## src/rtl/mm3x3_pkg.sv

```systemverilog
// mm3x3_pkg: shared types, sizes and helpers for the 3x3 matrix-product
// scheduler. Imported by mm3x3_idx_counter and mm3x3_mac_scheduler.
//   state_e   : scheduler FSM states
//   N/ELEMS/LOAD_BEATS/MAC_CYCLES : matrix geometry and phase lengths
//   MUL_WIDTH : operand width supported by the shared multiplier
//   acc_w_of  : accumulator width for a given operand width
//   elem_idx  : row-major flat index of element [row][col]
package mm3x3_pkg;

    typedef enum logic [1:0] {
        IDLE    = 2'd0,
        LOAD    = 2'd1,
        COMPUTE = 2'd2,
        OUTPUT  = 2'd3
    } state_e;

    localparam int N          = 3;
    localparam int ELEMS      = 9;
    localparam int LOAD_BEATS = 18;
    localparam int MAC_CYCLES = 27;
    localparam int MUL_WIDTH  = 4;

    // Three products of two full-scale operands need two extra bits.
    function automatic int acc_w_of(input int width);
        return 2 * width + 2;
    endfunction

    // row*3 + col, built from a shift and adds.
    function automatic logic [3:0] elem_idx(input logic [1:0] row, input logic [1:0] col);
        return ({2'b00, row} << 1) + {2'b00, row} + {2'b00, col};
    endfunction

endpackage

```

## src/rtl/mm3x3_idx_counter.sv

```systemverilog
// mm3x3_idx_counter: nested i/j/k loop counter, k innermost, each 0..2.
// Ports:
//   clk, rst_n : clock, async active-low reset
//   clr        : synchronous return of all indices to 0 (has priority)
//   en         : advance one step; (2,2,2) wraps to (0,0,0)
//   i, j, k    : current indices (registered)
//   last       : high when i=j=k=2
module mm3x3_idx_counter
    import mm3x3_pkg::*;
(
    input  logic       clk,
    input  logic       rst_n,
    input  logic       clr,
    input  logic       en,
    output logic [1:0] i,
    output logic [1:0] j,
    output logic [1:0] k,
    output logic       last
);

    logic [1:0] i_r;
    logic [1:0] j_r;
    logic [1:0] k_r;

    // Index registers: k steps every enable, j on k wrap, i on j wrap.
    always_ff @(posedge clk or negedge rst_n) begin
        if (!rst_n) begin
            i_r <= 2'd0;
            j_r <= 2'd0;
            k_r <= 2'd0;
        end else if (clr) begin
            i_r <= 2'd0;
            j_r <= 2'd0;
            k_r <= 2'd0;
        end else if (en) begin
            if (k_r == 2'd2) begin
                k_r <= 2'd0;
                if (j_r == 2'd2) begin
                    j_r <= 2'd0;
                    i_r <= (i_r == 2'd2) ? 2'd0 : i_r + 2'd1;
                end else begin
                    j_r <= j_r + 2'd1;
                end
            end else begin
                k_r <= k_r + 2'd1;
            end
        end
    end

    assign i    = i_r;
    assign j    = j_r;
    assign k    = k_r;
    assign last = (i_r == 2'd2) && (j_r == 2'd2) && (k_r == 2'd2);

endmodule

```

## src/rtl/mm3x3_mul.sv

```systemverilog
// mm3x3_mul: the shared unsigned 4x4 multiplier datapath.
// Ports:
//   a, b : 4-bit unsigned operands
//   p    : 8-bit unsigned product (combinational)
module mm3x3_mul (
    input  logic [3:0] a,
    input  logic [3:0] b,
    output logic [7:0] p
);

    assign p = {4'b0000, a} * {4'b0000, b};

endmodule

```

## src/rtl/mm3x3_mac_scheduler.sv

```systemverilog
// mm3x3_mac_scheduler: computes one C = A x B (3x3, unsigned) on a single
// shared multiplier. A then B arrive row-major on the input stream, 27
// multiply-accumulates run one per cycle, then C streams out row-major.
// Ports:
//   clk, rst_n          : clock, async active-low reset
//   in_valid/in_ready   : operand stream handshake, in_data = element
//   out_valid/out_ready : result stream handshake, out_data = C element
//   busy                : high whenever the FSM is not IDLE
//   done                : one-cycle pulse in the first IDLE cycle after a job
// Build option MM3X3_PIPE_MUL_EN: registers the multiplier output before the
// accumulator; COMPUTE then takes 28 cycles (one drain cycle).
module mm3x3_mac_scheduler
    import mm3x3_pkg::*;
#(
    parameter int WIDTH = 4,
    parameter int ACC_W = acc_w_of(WIDTH)
) (
    input  logic             clk,
    input  logic             rst_n,
    input  logic             in_valid,
    output logic             in_ready,
    input  logic [WIDTH-1:0] in_data,
    output logic             out_valid,
    input  logic             out_ready,
    output logic [ACC_W-1:0] out_data,
    output logic             busy,
    output logic             done
);

    generate
        if (WIDTH != MUL_WIDTH) begin : g_width_check
            $error("mm3x3_mac_scheduler: WIDTH must equal the multiplier width (4)");
        end
    endgenerate

    state_e             state_r;
    state_e             next_state_s;
    logic [4:0]         load_cnt_r;
    logic [3:0]         out_idx_r;
    logic [3:0]         out_nxt_idx_s;
    logic [3:0]         b_wr_idx_s;

    logic [WIDTH-1:0]   a_r [0:ELEMS-1];
    logic [WIDTH-1:0]   b_r [0:ELEMS-1];
    logic [ACC_W-1:0]   c_r [0:ELEMS-1];

    logic               in_ready_r;
    logic               out_valid_r;
    logic [ACC_W-1:0]   out_data_r;
    logic               busy_r;
    logic               done_r;

    logic               accept_s;
    logic               out_hs_s;
    logic               cnt_en_s;
    logic               cnt_clr_s;
    logic [1:0]         ci_s;
    logic [1:0]         cj_s;
    logic [1:0]         ck_s;
    logic               clast_s;

    logic [WIDTH-1:0]   mul_a_s;
    logic [WIDTH-1:0]   mul_b_s;
    logic [2*WIDTH-1:0] mul_p_s;
    logic [ACC_W-1:0]   prod_ext_s;
    logic [ACC_W-1:0]   acc_r;
    logic [ACC_W-1:0]   acc_base_s;
    logic [ACC_W-1:0]   acc_sum_s;
    logic               mac_en_s;
    logic               c_we_s;
    logic [3:0]         c_widx_s;

`ifdef MM3X3_PIPE_MUL_EN
    logic [ACC_W-1:0]   prod_r;
    logic               kz_r;
    logic               k2_r;
    logic [3:0]         cidx_r;
    logic               pv_r;
    logic               drain_r;
`endif

    assign accept_s      = in_valid && in_ready_r;
    assign out_hs_s      = out_valid_r && out_ready;
    assign out_nxt_idx_s = out_idx_r + 4'd1;
    // Beats 9..17 land in B[0..8]; the 4-bit subtraction wraps 16/17 to 7/8.
    assign b_wr_idx_s    = load_cnt_r[3:0] - 4'd9;

    mm3x3_idx_counter u_idx (
        .clk   (clk),
        .rst_n (rst_n),
        .clr   (cnt_clr_s),
        .en    (cnt_en_s),
        .i     (ci_s),
        .j     (cj_s),
        .k     (ck_s),
        .last  (clast_s)
    );

    assign mul_a_s = a_r[elem_idx(ci_s, ck_s)];
    assign mul_b_s = b_r[elem_idx(ck_s, cj_s)];

    mm3x3_mul u_mul (
        .a (mul_a_s),
        .b (mul_b_s),
        .p (mul_p_s)
    );

    assign prod_ext_s = ACC_W'(mul_p_s);

    // FSM state register.
    always_ff @(posedge clk or negedge rst_n) begin
        if (!rst_n) begin
            state_r <= IDLE;
        end else begin
            state_r <= next_state_s;
        end
    end

    // FSM next state and loop-counter control.
    always_comb begin
        next_state_s = state_r;
        cnt_en_s     = 1'b0;
        cnt_clr_s    = 1'b0;
        case (state_r)
            IDLE: begin
                cnt_clr_s = 1'b1;
                if (accept_s) begin
                    next_state_s = LOAD;
                end else begin
                    next_state_s = IDLE;
                end
            end
            LOAD: begin
                cnt_clr_s = 1'b1;
                if (accept_s && (load_cnt_r == 5'(LOAD_BEATS - 1))) begin
                    next_state_s = COMPUTE;
                end else begin
                    next_state_s = LOAD;
                end
            end
            COMPUTE: begin
`ifdef MM3X3_PIPE_MUL_EN
                if (drain_r) begin
                    cnt_clr_s    = 1'b1;
                    next_state_s = OUTPUT;
                end else begin
                    cnt_en_s     = 1'b1;
                    next_state_s = COMPUTE;
                end
`else
                cnt_en_s = 1'b1;
                if (clast_s) begin
                    next_state_s = OUTPUT;
                end else begin
                    next_state_s = COMPUTE;
                end
`endif
            end
            OUTPUT: begin
                cnt_clr_s = 1'b1;
                if (out_hs_s && (out_idx_r == 4'(ELEMS - 1))) begin
                    next_state_s = IDLE;
                end else begin
                    next_state_s = OUTPUT;
                end
            end
            default: begin
                cnt_clr_s    = 1'b1;
                next_state_s = IDLE;
            end
        endcase
    end

    // Load beat counter: 0..17 across IDLE/LOAD, back to 0 after beat 17.
    always_ff @(posedge clk or negedge rst_n) begin
        if (!rst_n) begin
            load_cnt_r <= 5'd0;
        end else if (accept_s) begin
            load_cnt_r <= (load_cnt_r == 5'(LOAD_BEATS - 1)) ? 5'd0 : load_cnt_r + 5'd1;
        end else if ((state_r != IDLE) && (state_r != LOAD)) begin
            load_cnt_r <= 5'd0;
        end
    end

    // Operand register file: beats 0-8 fill A, beats 9-17 fill B.
    always_ff @(posedge clk) begin
        if (accept_s) begin
            if (load_cnt_r < 5'd9) begin
                a_r[load_cnt_r[3:0]] <= in_data;
            end else begin
                b_r[b_wr_idx_s] <= in_data;
            end
        end
    end

`ifdef MM3X3_PIPE_MUL_EN
    // Product register plus the k-position and C-index that travel with it.
    always_ff @(posedge clk or negedge rst_n) begin
        if (!rst_n) begin
            prod_r  <= {ACC_W{1'b0}};
            kz_r    <= 1'b0;
            k2_r    <= 1'b0;
            cidx_r  <= 4'd0;
            pv_r    <= 1'b0;
            drain_r <= 1'b0;
        end else begin
            prod_r  <= prod_ext_s;
            kz_r    <= (ck_s == 2'd0);
            k2_r    <= (ck_s == 2'd2);
            cidx_r  <= elem_idx(ci_s, cj_s);
            pv_r    <= (state_r == COMPUTE) && !drain_r;
            drain_r <= (state_r == COMPUTE) && !drain_r && clast_s;
        end
    end

    // Accumulate the registered product one cycle behind the index counter.
    always_comb begin
        acc_base_s = kz_r ? {ACC_W{1'b0}} : acc_r;
        acc_sum_s  = acc_base_s + prod_r;
        mac_en_s   = pv_r;
        c_we_s     = pv_r && k2_r;
        c_widx_s   = cidx_r;
    end
`else
    // Accumulate the combinational product in the same cycle it is formed.
    always_comb begin
        acc_base_s = (ck_s == 2'd0) ? {ACC_W{1'b0}} : acc_r;
        acc_sum_s  = acc_base_s + prod_ext_s;
        mac_en_s   = (state_r == COMPUTE);
        c_we_s     = (state_r == COMPUTE) && (ck_s == 2'd2);
        c_widx_s   = elem_idx(ci_s, cj_s);
    end
`endif

    // Running dot-product accumulator.
    always_ff @(posedge clk or negedge rst_n) begin
        if (!rst_n) begin
            acc_r <= {ACC_W{1'b0}};
        end else if (mac_en_s) begin
            acc_r <= acc_sum_s;
        end
    end

    // Result register file: the completed dot product lands on k==2.
    always_ff @(posedge clk) begin
        if (c_we_s) begin
            c_r[c_widx_s] <= acc_sum_s;
        end
    end

    // Result index: advances per output handshake, 0 outside OUTPUT.
    always_ff @(posedge clk or negedge rst_n) begin
        if (!rst_n) begin
            out_idx_r <= 4'd0;
        end else if (state_r != OUTPUT) begin
            out_idx_r <= 4'd0;
        end else if (out_hs_s) begin
            out_idx_r <= (out_idx_r == 4'(ELEMS - 1)) ? 4'd0 : out_nxt_idx_s;
        end
    end

    // Registered handshake and status outputs, decoded from the next state.
    always_ff @(posedge clk or negedge rst_n) begin
        if (!rst_n) begin
            in_ready_r  <= 1'b1;
            out_valid_r <= 1'b0;
            out_data_r  <= {ACC_W{1'b0}};
            busy_r      <= 1'b0;
            done_r      <= 1'b0;
        end else begin
            in_ready_r  <= (next_state_s == IDLE) || (next_state_s == LOAD);
            out_valid_r <= (next_state_s == OUTPUT);
            busy_r      <= (next_state_s != IDLE);
            done_r      <= (state_r == OUTPUT) && (next_state_s == IDLE);
            if (next_state_s == OUTPUT) begin
                if (state_r != OUTPUT) begin
                    out_data_r <= c_r[4'd0];
                end else if (out_hs_s) begin
                    out_data_r <= c_r[out_nxt_idx_s];
                end else begin
                    out_data_r <= out_data_r;
                end
            end else begin
                out_data_r <= {ACC_W{1'b0}};
            end
        end
    end

    assign in_ready  = in_ready_r;
    assign out_valid = out_valid_r;
    assign out_data  = out_data_r;
    assign busy      = busy_r;
    assign done      = done_r;

endmodule

```

## config.mk

```make
export PLATFORM = sky130hd
export DESIGN_NAME = mm3x3_mac_scheduler
export DESIGN_NICKNAME = d
export VERILOG_FILES = /design/src/rtl/mm3x3_pkg.sv /design/src/rtl/mm3x3_idx_counter.sv /design/src/rtl/mm3x3_mul.sv /design/src/rtl/mm3x3_mac_scheduler.sv
export SDC_FILE = /design/constraint.sdc
export NUM_CORES = 1
export LEC_CHECK = 0
export ABC_AREA = 1
export CAP_MARGIN = 20
export CORE_ASPECT_RATIO = 1.25
export CORE_MARGIN = 3
export CORE_UTILIZATION = 40
export CTS_BUF_LIST = sky130_fd_sc_hd__clkbuf_16
export CTS_CLUSTER_DIAMETER = 120
export DETAILED_ROUTE_END_ITERATION = 8
export HOLD_SLACK_MARGIN = 0.02
export MAX_ROUTING_LAYER = met4
export PLACE_DENSITY_LB_ADDON = 0.05
export SYNTH_ARGS = -nofsm -noshare
export SYNTH_HDL_FRONTEND = slang
export SYNTH_SLANG_ARGS = --single-unit
```

## constraint.sdc

```tcl
create_clock -name clk -period 5 [get_ports clk]
set_input_delay 1.5 -clock clk [delete_from_list [all_inputs] [get_ports clk]]
set_output_delay 1.5 -clock clk [all_outputs]
set_load 0.05 [all_outputs]
```

==> After elaboration in Yosys (flattened, before gate mapping) <==
Memories as Yosys holds them, arrays and structs flattened.
Index checks and enable logic that the tools add are counted.
{ "classes": {"add_sub_neg": 12, "mul": 1, "n_lt_le_gt_ge": 1, "n_eq_ne": 13, "muxes": 37, "reduce_logical": 23} }
{ "op_table": {"columns": ["cell", "n"], "rows": [
  ["two-way mux 10 bit", 4],
  ["two-way mux 2 bit", 14],
  ["two-way mux 5 bit", 3],
  ["nonzero test 2 bit", 7],
  ["adder 4 x 2 -> 4 bit", 3],
  ["equality test 2 bit, second input constant", 6],
  ["two-way mux 1 bit", 12],
  ["two-way mux 4 bit", 3],
  ["adder 10 x 8 -> 10 bit", 1],
  ["logical AND 1 bit", 9],
  ["adder 3 x 2 -> 4 bit", 2],
  ["multiplier 4 x 4 -> 8 bit", 1],
  ["one-hot mux 2 bit (4 select lines)", 1],
  ["adder 2 x 1 -> 2 bit, second input constant", 3],
  ["zero test 2 bit", 3],
  ["adder 5 x 1 -> 5 bit, second input constant", 1],
  ["equality test 5 bit, second input constant", 1],
  ["less-than comparator 5 x 4 -> 1 bit, second input constant", 1],
  ["adder 4 x 1 -> 4 bit, second input constant", 1],
  ["equality test 2 x 1 -> 1 bit, second input constant", 2],
  ["equality test 4 bit, second input constant", 1],
  ["subtractor 4 bit, second input constant", 1],
  ["!= test 3 bit, second input constant", 1],
  ["AND reduction 3 bit", 1],
  ["5 further kinds", 5]
]} }
{ "totals": {"ff_bits": 41, "ram_bits": 162, "in_bits": 8, "output_inout_bits": 14, "wordCells": 102, "n_memories": 3} }
{ "memory_table": {"columns": ["name", "words", "word_bits", "rd", "rd_clocked_by_memory_dff", "write_ports", "line_no", "text"], "rows": [
  ["c_r", 9, 10, 2, 0, 1, "mm3x3_mac_scheduler.sv:45", "logic [ACC_W-1:0] c_r [0:ELEMS-1];"],
  ["a_r", 9, 4, 1, 0, 1, "mm3x3_mac_scheduler.sv:43", "logic [WIDTH-1:0] a_r [0:ELEMS-1];"],
  ["b_r", 9, 4, 1, 0, 1, "mm3x3_mac_scheduler.sv:44", "logic [WIDTH-1:0] b_r [0:ELEMS-1];"]
]} }

==> Longest topological paths before layout <==
Gate-level depths: netlist of the first run.
{ "depth": {"depth_word": 7, "depth_mapped": 26, "depth_no_buf": 26} }

==> Hierarchy <==
From an unflattened synthesis of the first run, not the netlist that was laid out.
{ "unflattened": {"hier_cells": 993, "hier_area_um2": 9963.3} }
{ "by_module_without_submodules": {"columns": ["mod", "n_inst", "cells_each", "area_per_inst_um2", "seq_area_each_um2"], "rows": [
  ["mm3x3_mac_scheduler", 1, 882, 9186.3, 5741.8],
  ["mm3x3_mul", 1, 70, 462.9, 0.0],
  ["mm3x3_idx_counter", 1, 41, 314.1, 150.1]
]} }

==> Least setup slack after synthesis of the first run <==
OpenSTA, ideal clock, no wires.
{ "synth_timing": {"path_kind": "reg2reg", "start": "register u_idx.k_r[1] (netlist: u_idx.k[1])", "end": "memory c_r[0][7] in the netlist's numbering, data pin", "setup_ns": 0.277, "arrival_time_ns": 4.750, "required_time_ns": 4.723, "path_slack_ns": -0.027, "stages_incl_launch_ff": 20, "path_buffers": 0, "path_cell_list": "dfrtp_1 inv_1 fa_1 inv_1 ha_1 inv_1 fa_1 inv_1 nand3_1 nand3_1 nand4_1 fa_1 fa_1 fa_1 inv_1 ha_1 nand4_1 nand3_1 or2_2 and2_1"} }
{ "synth_via": {"elab_chain_cells": 5, "word_cells_on_any_way": 9, "classes_between": "4 x add/sub; 1 x mul; 1 x mux; 1 x reduce/logical; 2 x memory"} }
{ "synth_lines": {"columns": ["element", "line_no", "text"], "rows": [
  ["start: declaration", "mm3x3_idx_counter.sv:23", "logic [1:0] k_r;"],
  ["start signal: assignment", "mm3x3_idx_counter.sv:45", "k_r <= k_r + 2'd1;"],
  ["adder 3 x 2 -> 4 bit", "mm3x3_pkg.sv:30", "return ({2'b00, row} << 1) + {2'b00, row} + {2'b00, col};"],
  ["adder 4 x 2 -> 4 bit", "mm3x3_pkg.sv:30", null],
  ["memory (9 x 4 bit)", null, null],
  ["multiplier 4 x 4 -> 8 bit", "mm3x3_mul.sv:11", "assign p = {4'b0000, a} * {4'b0000, b};"],
  ["adder 10 x 8 -> 10 bit *", "mm3x3_mac_scheduler.sv:228", "acc_sum_s = acc_base_s + prod_ext_s;"],
  ["via acc_sum_s[7]", "mm3x3_mac_scheduler.sv:68", "logic [ACC_W-1:0] acc_sum_s;"],
  ["end: declaration", "mm3x3_mac_scheduler.sv:45", null]
]} }
The timed path passes the listed nets; every way through them passes the cells marked *.

==> Final worst setup path of the first run <==
{ "layout_timing": {"start": "register u_idx.j_r[1] (netlist: u_idx.j[1])", "end": "memory c_r[0][8] in the netlist's numbering, data pin"} }
{ "layout_via": {"elab_chain_cells": 4} }
{ "layout_lines": {"columns": ["element", "line_no", "text"], "rows": [
  ["start: declaration", "mm3x3_idx_counter.sv:22", "logic [1:0] j_r;"],
  ["start signal: assignment", "mm3x3_idx_counter.sv:42", "j_r <= j_r + 2'd1;"],
  ["adder 4 x 2 -> 4 bit", "mm3x3_pkg.sv:30", null],
  ["memory (9 x 4 bit)", null, null],
  ["multiplier 4 x 4 -> 8 bit", "mm3x3_mul.sv:11", null],
  ["adder 10 x 8 -> 10 bit", "mm3x3_mac_scheduler.sv:228", null],
  ["via acc_sum_s[8]", "mm3x3_mac_scheduler.sv:68", null]
]} }
The timed path passes the listed nets, and every way through them passes these cells.

==> impl_metrics.yaml, run 1 <==
timing:
  finalHoldViolCount: 0
  slew-limit-headroom_pct: 33.58
  period_share_pct: 99.99
  fin_hold_ws_ns: 0.4762
  clock.fmax_mhz: 200.0
  finalSetupViolCount: 0
  fin_skew_ns: 0.01047
  tightest_slew_ns: 0.9927
  maxSlewViolCount: 0
  min_period_ns: 5.000
  grt_setup_unrepaired: "yes"
logic_synthesis:
  synthTopCellsByCount: "nand2_1, edfxtp_1, nand3_1"
  synthesis.nets: 1034
  synth_area_um2: 9851
  yosysUniqueCellTypes: 32
  synth_seq_area_share_pct: 59.81
  synth-edff-count: 162
  synth_warnings: 0
  synth_top_flop_cell: "edfxtp_1"
  ys_seq_elements: 203
  synth.avg_cell_area_um2: 10.13
  synth.most_common_cell: "nand2_1"
  post-synth-top-area-cell: "edfxtp_1"
  synthArstFlopShare_pct: 20.20
  yosys.area.top_type_share_pct: 49.38
  syn_inst: 972
  synthTopCellsByArea: "edfxtp_1, dfrtp_1, nand2_1"
die:
  initial_core_util_pct: 41.11
  ios: 22
  die-area_um2: 26560
  row_count: 63
  die_h_um: 181.5
  core-area_um2: 23960
  die_w_um: 146.4
drt:
  drt_iter0_drc: 339
  drc_errors: 0
  dr.pass1.iters: 5
  wl_per_cell_um: 17.33
  vias: 6805
  wirelength_um: 24140
  postRouteAntennaNets: 0
  viasPerCell: 4.885
power_and_ir_drop:
  vdd_ir_drop_max_mv: 0.4291
  p_sw_mw: 3.151
  p_leak_nw: 4.998
  p_int_mw: 5.007
  p_comb_share_pct: 51.3
  power-per-cell-area_nw_per_um2: 687.8
  clockPowerShare_pct: 19.3
  seq_power_share_pct: 29.4
  p_sw_share_pct: 38.63
  power_mw: 8.159
cells_and_area:
  drive_above_1_share_pct: 15.36
  diodes: 0
  finalNetCount: 1114
  syn_to_final_growth_pct: 20.41
global_route:
  track_usage_pct: 18.80
  first_global_vias: 7062
  grt_max_degree: 45
  grt_pass1_wl_um: 38000
  antenna_found_initial: 0
  grt_overflow: 0
clocking:
  clk_path_buf_depth: 3
  clockRootBuffer: "clkbuf_16"
  cts_sinks: 203
  cts_tree: "yes"
  clock_latency_ns: 0.50
  numCtsBuffers: 22
  clkSlewWorstSetupHoldPaths_ns: 0.06
  htree_num_levels: 1
setup_path:
  crit_type: "reg2reg"
  critPathLaunchType: "flop"
  worst_setup_path_end_kind: "flop"
  cp.required_ns: 5.25
  arrival_ns: 5.25
  cp_max_fo: 5
job:
  max_cap_violations: 0
hold_path:
  hp-class: "reg2reg"
outcome:
  outcome: "finished clean"
place:
  hpwl_um: 16610
  portBuffers: 21
  place.gp.congestion: 0.8501
[cell usage in the layout (no fill, tap or decap), types with 9 or more instances in the layout]
| cell | count |
|---|---|
| nor2_1 | 37 |
| dfrtp_1 | 40 |
| ha_1 | 36 |
| fa_1 | 12 |
| inv_1 | 114 |
| nor3_1 | 18 |
| edfxtp_1 | 162 |
| buf_4 | 49 |
| buf_6 | 9 |
| clkdlybuf4s50_1 | 20 |
| nand3_1 | 135 |
| nand2_1 | 256 |
| inv_2 | 13 |
| clkbuf_16 | 24 |
| o21ai_0 | 21 |
| or2_2 | 16 |
| a21oi_1 | 12 |
[stage by stage]
stage	setup WS [ns]	setup TNS, ns	area [um2]	util [%]	instances
2_1_floorplan	0.01552	0	9851	-	972
3_3_place_gp	-0.2874	-11.78	10730	44.78	1337
3_5_place_dp	-0.3635	-14.98	10790	45.02	1342
4_1_cts	0.004339	0	11610	48.46	1386
5_1_grt	-0.1894	-4.961	11860	49.50	1393
6_report	0.0004245	0	11860	49.50	1393
[power by group through the flow]
stage / combinational (mW) / sequential, mW / clock [mW]
after global placement: 3.29 / 2.44 / 0
after global routing: 4.58 / 2.41 / 1.70
after CTS: 3.51 / 2.40 / 1.62
after floorplan: 1.79 / 2.58 / 0
final: 4.18 / 2.40 / 1.58
after detailed placement: 3.30 / 2.43 / 0
[cells by family (layout without fill, tap and decap cells)]
logic type	count (synthesis)	after routing	synth area share, %
compound gates	53	53	3.087
flops	203	203	59.81
simple gates	500	502	22.20
fa+ha+maj	54	54	7.850
buf+inv	151	245	6.071
xor+xnor	11	11	0.9781
[flip-flops by register name, summed over array words and instances (netlist names)]
signal and count:
out_idx_r 4, u_idx.j 2, u_idx.k 2, acc_r 10, done 1, b_r 36, c_r 90, a_r 36
out_valid 1, load_cnt_r 5, in_ready 1, busy 1, u_idx.i 2, out_data 10, state_r 2
[worst max-delay path, stage by stage, from the launching register on]
cell      delay [ns]
dfrtp_1         0.35
inv_2           0.05
fa_1            0.53
inv_1           0.04
ha_2            0.16
inv_2           0.05
fa_2            0.48
inv_2           0.12
nand3_2         0.09
nand3_2         0.09
nand2_2         0.06
inv_2           0.05
nand2_2         0.05
fa_1            0.50
fa_1            0.50
fa_1            0.51
inv_2           0.05
ha_4            0.27
nand2_4         0.09
nand3_4         0.06
buf_6           0.11
nand4_1         0.07
nand3b_1        0.20
and2_4          0.25
[layout make-up]
class	instances	area, um2
clock buffer	23	575.6
tap	325	406.6
fill	2256	12100
sequential	203	5892
multi-input combinational	620	3597
clock inverter	17	123.9
inverter	119	446.7
timing repair buffer	86	819.5
[layer usage]
metal / wire length (um) / track usage (%) / vias up / share of wire (%)
met5: 0 / - / - / 0
met4: 550 / 4.819 / 0 / 2.3
met3: 671 / 2.197 / 32 / 2.8
met2: 13430 / 35.93 / 92 / 56
met1: 9491 / 20.64 / 3275 / 39
li1: - / - / 3406 / -
[path summary, 6_finish.rpt]
check	startpoint	slack, ns	cells after the start	end
setup / recovery	u_idx.j[1]$_DFFE_PN0P_	0.0004	23	c_r[0][8]$_DFFE_PP_
hold / removal	out_data[6]$_DFFE_PN0P_	0.48	2	out_data[6]$_DFFE_PN0P_
setup reg to reg	u_idx.j[1]$_DFFE_PN0P_	0.0004	23	c_r[0][8]$_DFFE_PP_
hold reg to reg	out_data[6]$_DFFE_PN0P_	0.48	2	out_data[6]$_DFFE_PN0P_
max in group asynchronous	rst_n	3.49	2	load_cnt_r[1]$_DFFE_PN0P_
min in group asynchronous	rst_n	1.09	2	out_data[7]$_DFFE_PN0P_
[timing repair]
action / CTS / global route
endpoints found under the setup margin: 58 / 60
resized for setup: 29 / 24
hold buffers: 0 / 0
pin swaps: 14 / 23
cloned: 2 / 1
buffers inserted: 2 / 5
No activity file was read; power rests on OpenSTA's default activity.
==> run 2, diff against run 1 <==
Settings changed: ABC_AREA 1 to not set.
==> run 2 against run 1 <==
Net effect:
- critical endpoint is now acc_r[5]$_DFFE_PN0P_
- the flow now finishes with violations (negative setup slack)
- first-iteration DRC count shrank 39%
- largest power group is now sequential cells
- largest cell class unchanged
- synthesized cell count shrank 34%
- critical path depth shrank 3
- sequential share of layout area grew 0.54 points
- total power shrank 40%
==> impl_metrics.yaml, run 2 <==
global_route:
  grt_max_degree: 42
  grt_overflow: 0
  antenna_found_initial: 0
  track_usage_pct: 17.95
  first_global_vias: 6115
  grt_pass1_wl_um: 34310
cells_and_area:
  largest_register_ffs: 90
  layout_commonest_cell: "edfxtp_1"
  fill_cells: 1991
  top_register: "c_r"
  most-common-layout-cells: "edfxtp_1, buf_4, dfrtp_1"
  syn_to_final_growth_pct: 22.39
  diodes: 0
  finalNetCount: 811
  drive_above_1_share_pct: 26.41
die:
  core-area_um2: 23270
  initial_core_util_pct: 41.20
  row_count: 62
  die_h_um: 179.1
  die_w_um: 144.5
  die-area_um2: 25870
  ios: 22
logic_synthesis:
  synth_area_um2: 9588
  yosys.area.top_type_share_pct: 50.74
  ys_seq_elements: 203
  synthTopCellsByCount: "edfxtp_1, ha_1, dfrtp_1"
  synth_seq_area_share_pct: 61.45
  post-synth-top-area-cell: "edfxtp_1"
  synthesis.nets: 707
  syn_inst: 645
  synth_warnings: 0
  yosysUniqueCellTypes: 56
  synthTopCellsByArea: "edfxtp_1, dfrtp_1, mux4_2"
  synth.avg_cell_area_um2: 14.87
  synth.most_common_cell: "edfxtp_1"
  synth-edff-count: 162
  synthArstFlopShare_pct: 20.20
  synth_top_flop_cell: "edfxtp_1"
timing:
  fin_hold_ws_ns: 0.4748
  min_period_ns: 5.375
  finalHoldViolCount: 0
  slew-limit-headroom_pct: 35.51
  fin_skew_ns: 0.02093
  setup_slack_ns: -0.3746
  grt_setup_unrepaired: "yes"
  finalSetupViolCount: 65
  maxSlewViolCount: 0
  tightest_slew_ns: 0.9601
  period_share_pct: 107.5
  clock.fmax_mhz: 186.1
power_and_ir_drop:
  vdd_ir_drop_max_mv: 0.4350
  power-per-cell-area_nw_per_um2: 416.5
  p_leak_nw: 4.339
  power_mw: 4.888
setup_path:
  cp_max_fo: 4
  worst_setup_path_end_kind: "flop"
  arrival_ns: 5.76
  crit_type: "reg2reg"
  critPathLaunchType: "flop"
  cp.required_ns: 5.39
clocking:
  clk_path_buf_depth: 3
  numCtsBuffers: 22
  clock_latency_ns: 0.51
  cts_sinks: 203
  postCtsHoldBufs: 0
  clkSlewWorstSetupHoldPaths_ns: 0.06
  cts_tree: "yes"
  clockRootBuffer: "clkbuf_16"
  htree_num_levels: 1
job:
  max_cap_violations: 0
place:
  dp_slack_ns: -0.4707
  portBuffers: 21
  hpwl_um: 15160
  place.gp.congestion: 0.7717
drt:
  wl_met3_um: 695
  drt_iter0_drc: 207
  wl_met1_um: 8541
  viasPerCell: 5.363
  top_layer: "met4"
  wl_per_cell_um: 20.57
  vias: 5647
  wirelength_um: 21660
  drc_errors: 0
  postRouteAntennaNets: 0
  dr.pass1.iters: 4
  met2_length_um: 12080
hold_path:
  hp-class: "reg2reg"
outcome:
  failed_checks: "negative setup slack"
  outcome: "complete, but fails checks"
## run 2: per-stage QoR
stage                     utilization (%)  TNS (ns)  cell area (um2)  std cells
after floorplan                         -    -9.113             9676        645
after global placement              46.02    -20.23            10710       1003
after detailed placement            46.02    -25.47            10710       1003
after CTS                           50.04    -20.87            11650       1051
after global routing                50.42    -37.53            11740       1053
final                               50.42    -19.08            11740       1053
## run 2: cell families after synthesis
family,Yosys count,synth area share [%]
buffers and inverters,52,2.466
adders and majority gates,54,8.065
xor gates and xnor gates,11,1.005
and+or+nand+nor,163,8.952
AOI/OAI and AO/OA,104,6.877
muxes,58,11.18
DFF,203,61.45
## run 2: path summary, 6_finish.rpt
path                                   startpoint                   end  slack [ns]  cells after the start
max                        u_idx.j[1]$_DFFE_PN0P_  acc_r[5]$_DFFE_PN0P_       -0.37                     20
min                          acc_r[1]$_DFFE_PN0P_  acc_r[1]$_DFFE_PN0P_        0.47                      2
max reg2reg                u_idx.j[1]$_DFFE_PN0P_  acc_r[5]$_DFFE_PN0P_       -0.37                     20
min reg2reg                  acc_r[1]$_DFFE_PN0P_  acc_r[1]$_DFFE_PN0P_        0.47                      2
max in group asynchronous                   rst_n  acc_r[0]$_DFFE_PN0P_        3.45                      2
min in group asynchronous                   rst_n  acc_r[6]$_DFFE_PN0P_        1.11                      2
## run 2: cell type report
class / instances / area (um2) / share of cell area [%]
clock buffer: 23 / 575.6 / 4.905
clock inverter: 17 / 130.1 / 1.109
inverter: 32 / 120.1 / 1.024
multi-input combinational: 393 / 3819 / 32.54
sequential: 203 / 5892 / 50.21
tap: 288 / 360.3 / 3.071
timing repair buffer: 97 / 838.3 / 7.144
## run 2: critical path: stages, from the launching register on
cell,delay [ns]
dfrtp_1,0.39
inv_2,0.08
fa_1,0.41
inv_1,0.07
ha_2,0.16
inv_2,0.03
fa_2,0.60
mux4_2,0.55
mux2i_4,0.20
or3_4,0.16
fa_1,0.41
fa_1,0.46
fa_1,0.53
inv_2,0.05
ha_4,0.18
buf_6,0.12
a21o_1,0.17
a21oi_4,0.16
xnor2_2,0.11
buf_4,0.16
mux2_4,0.25
## run 2: where the power goes
group	switching, mW	internal [mW]	leakage (nW)
clock	0.650	0.934	0.371
combinational	0.659	0.526	1.98
sequential	0.0856	2.03	1.99
total	1.39	3.49	4.34
## run 2: routing by layer
layer	GRT usage, %	vias to the layer above
met2	33.66	81
met1	20.05	2870
met3	2.321	24
met5	-	-
met4	4.471	0
li1	-	2672
## run 2: what timing repair did
action,4_1_cts,5_1_grt
gates cloned,4,1
pin swaps,12,4
resized for setup,22,13
endpoints found under the setup margin,70,70
setup buffers,4,1
==> run 3, diff against run 2 <==
Settings changed: SLEW_MARGIN set to 15.
==> results of run 3 <==
Same layout as run 2: the final DEF is identical, and so are final timing and power.
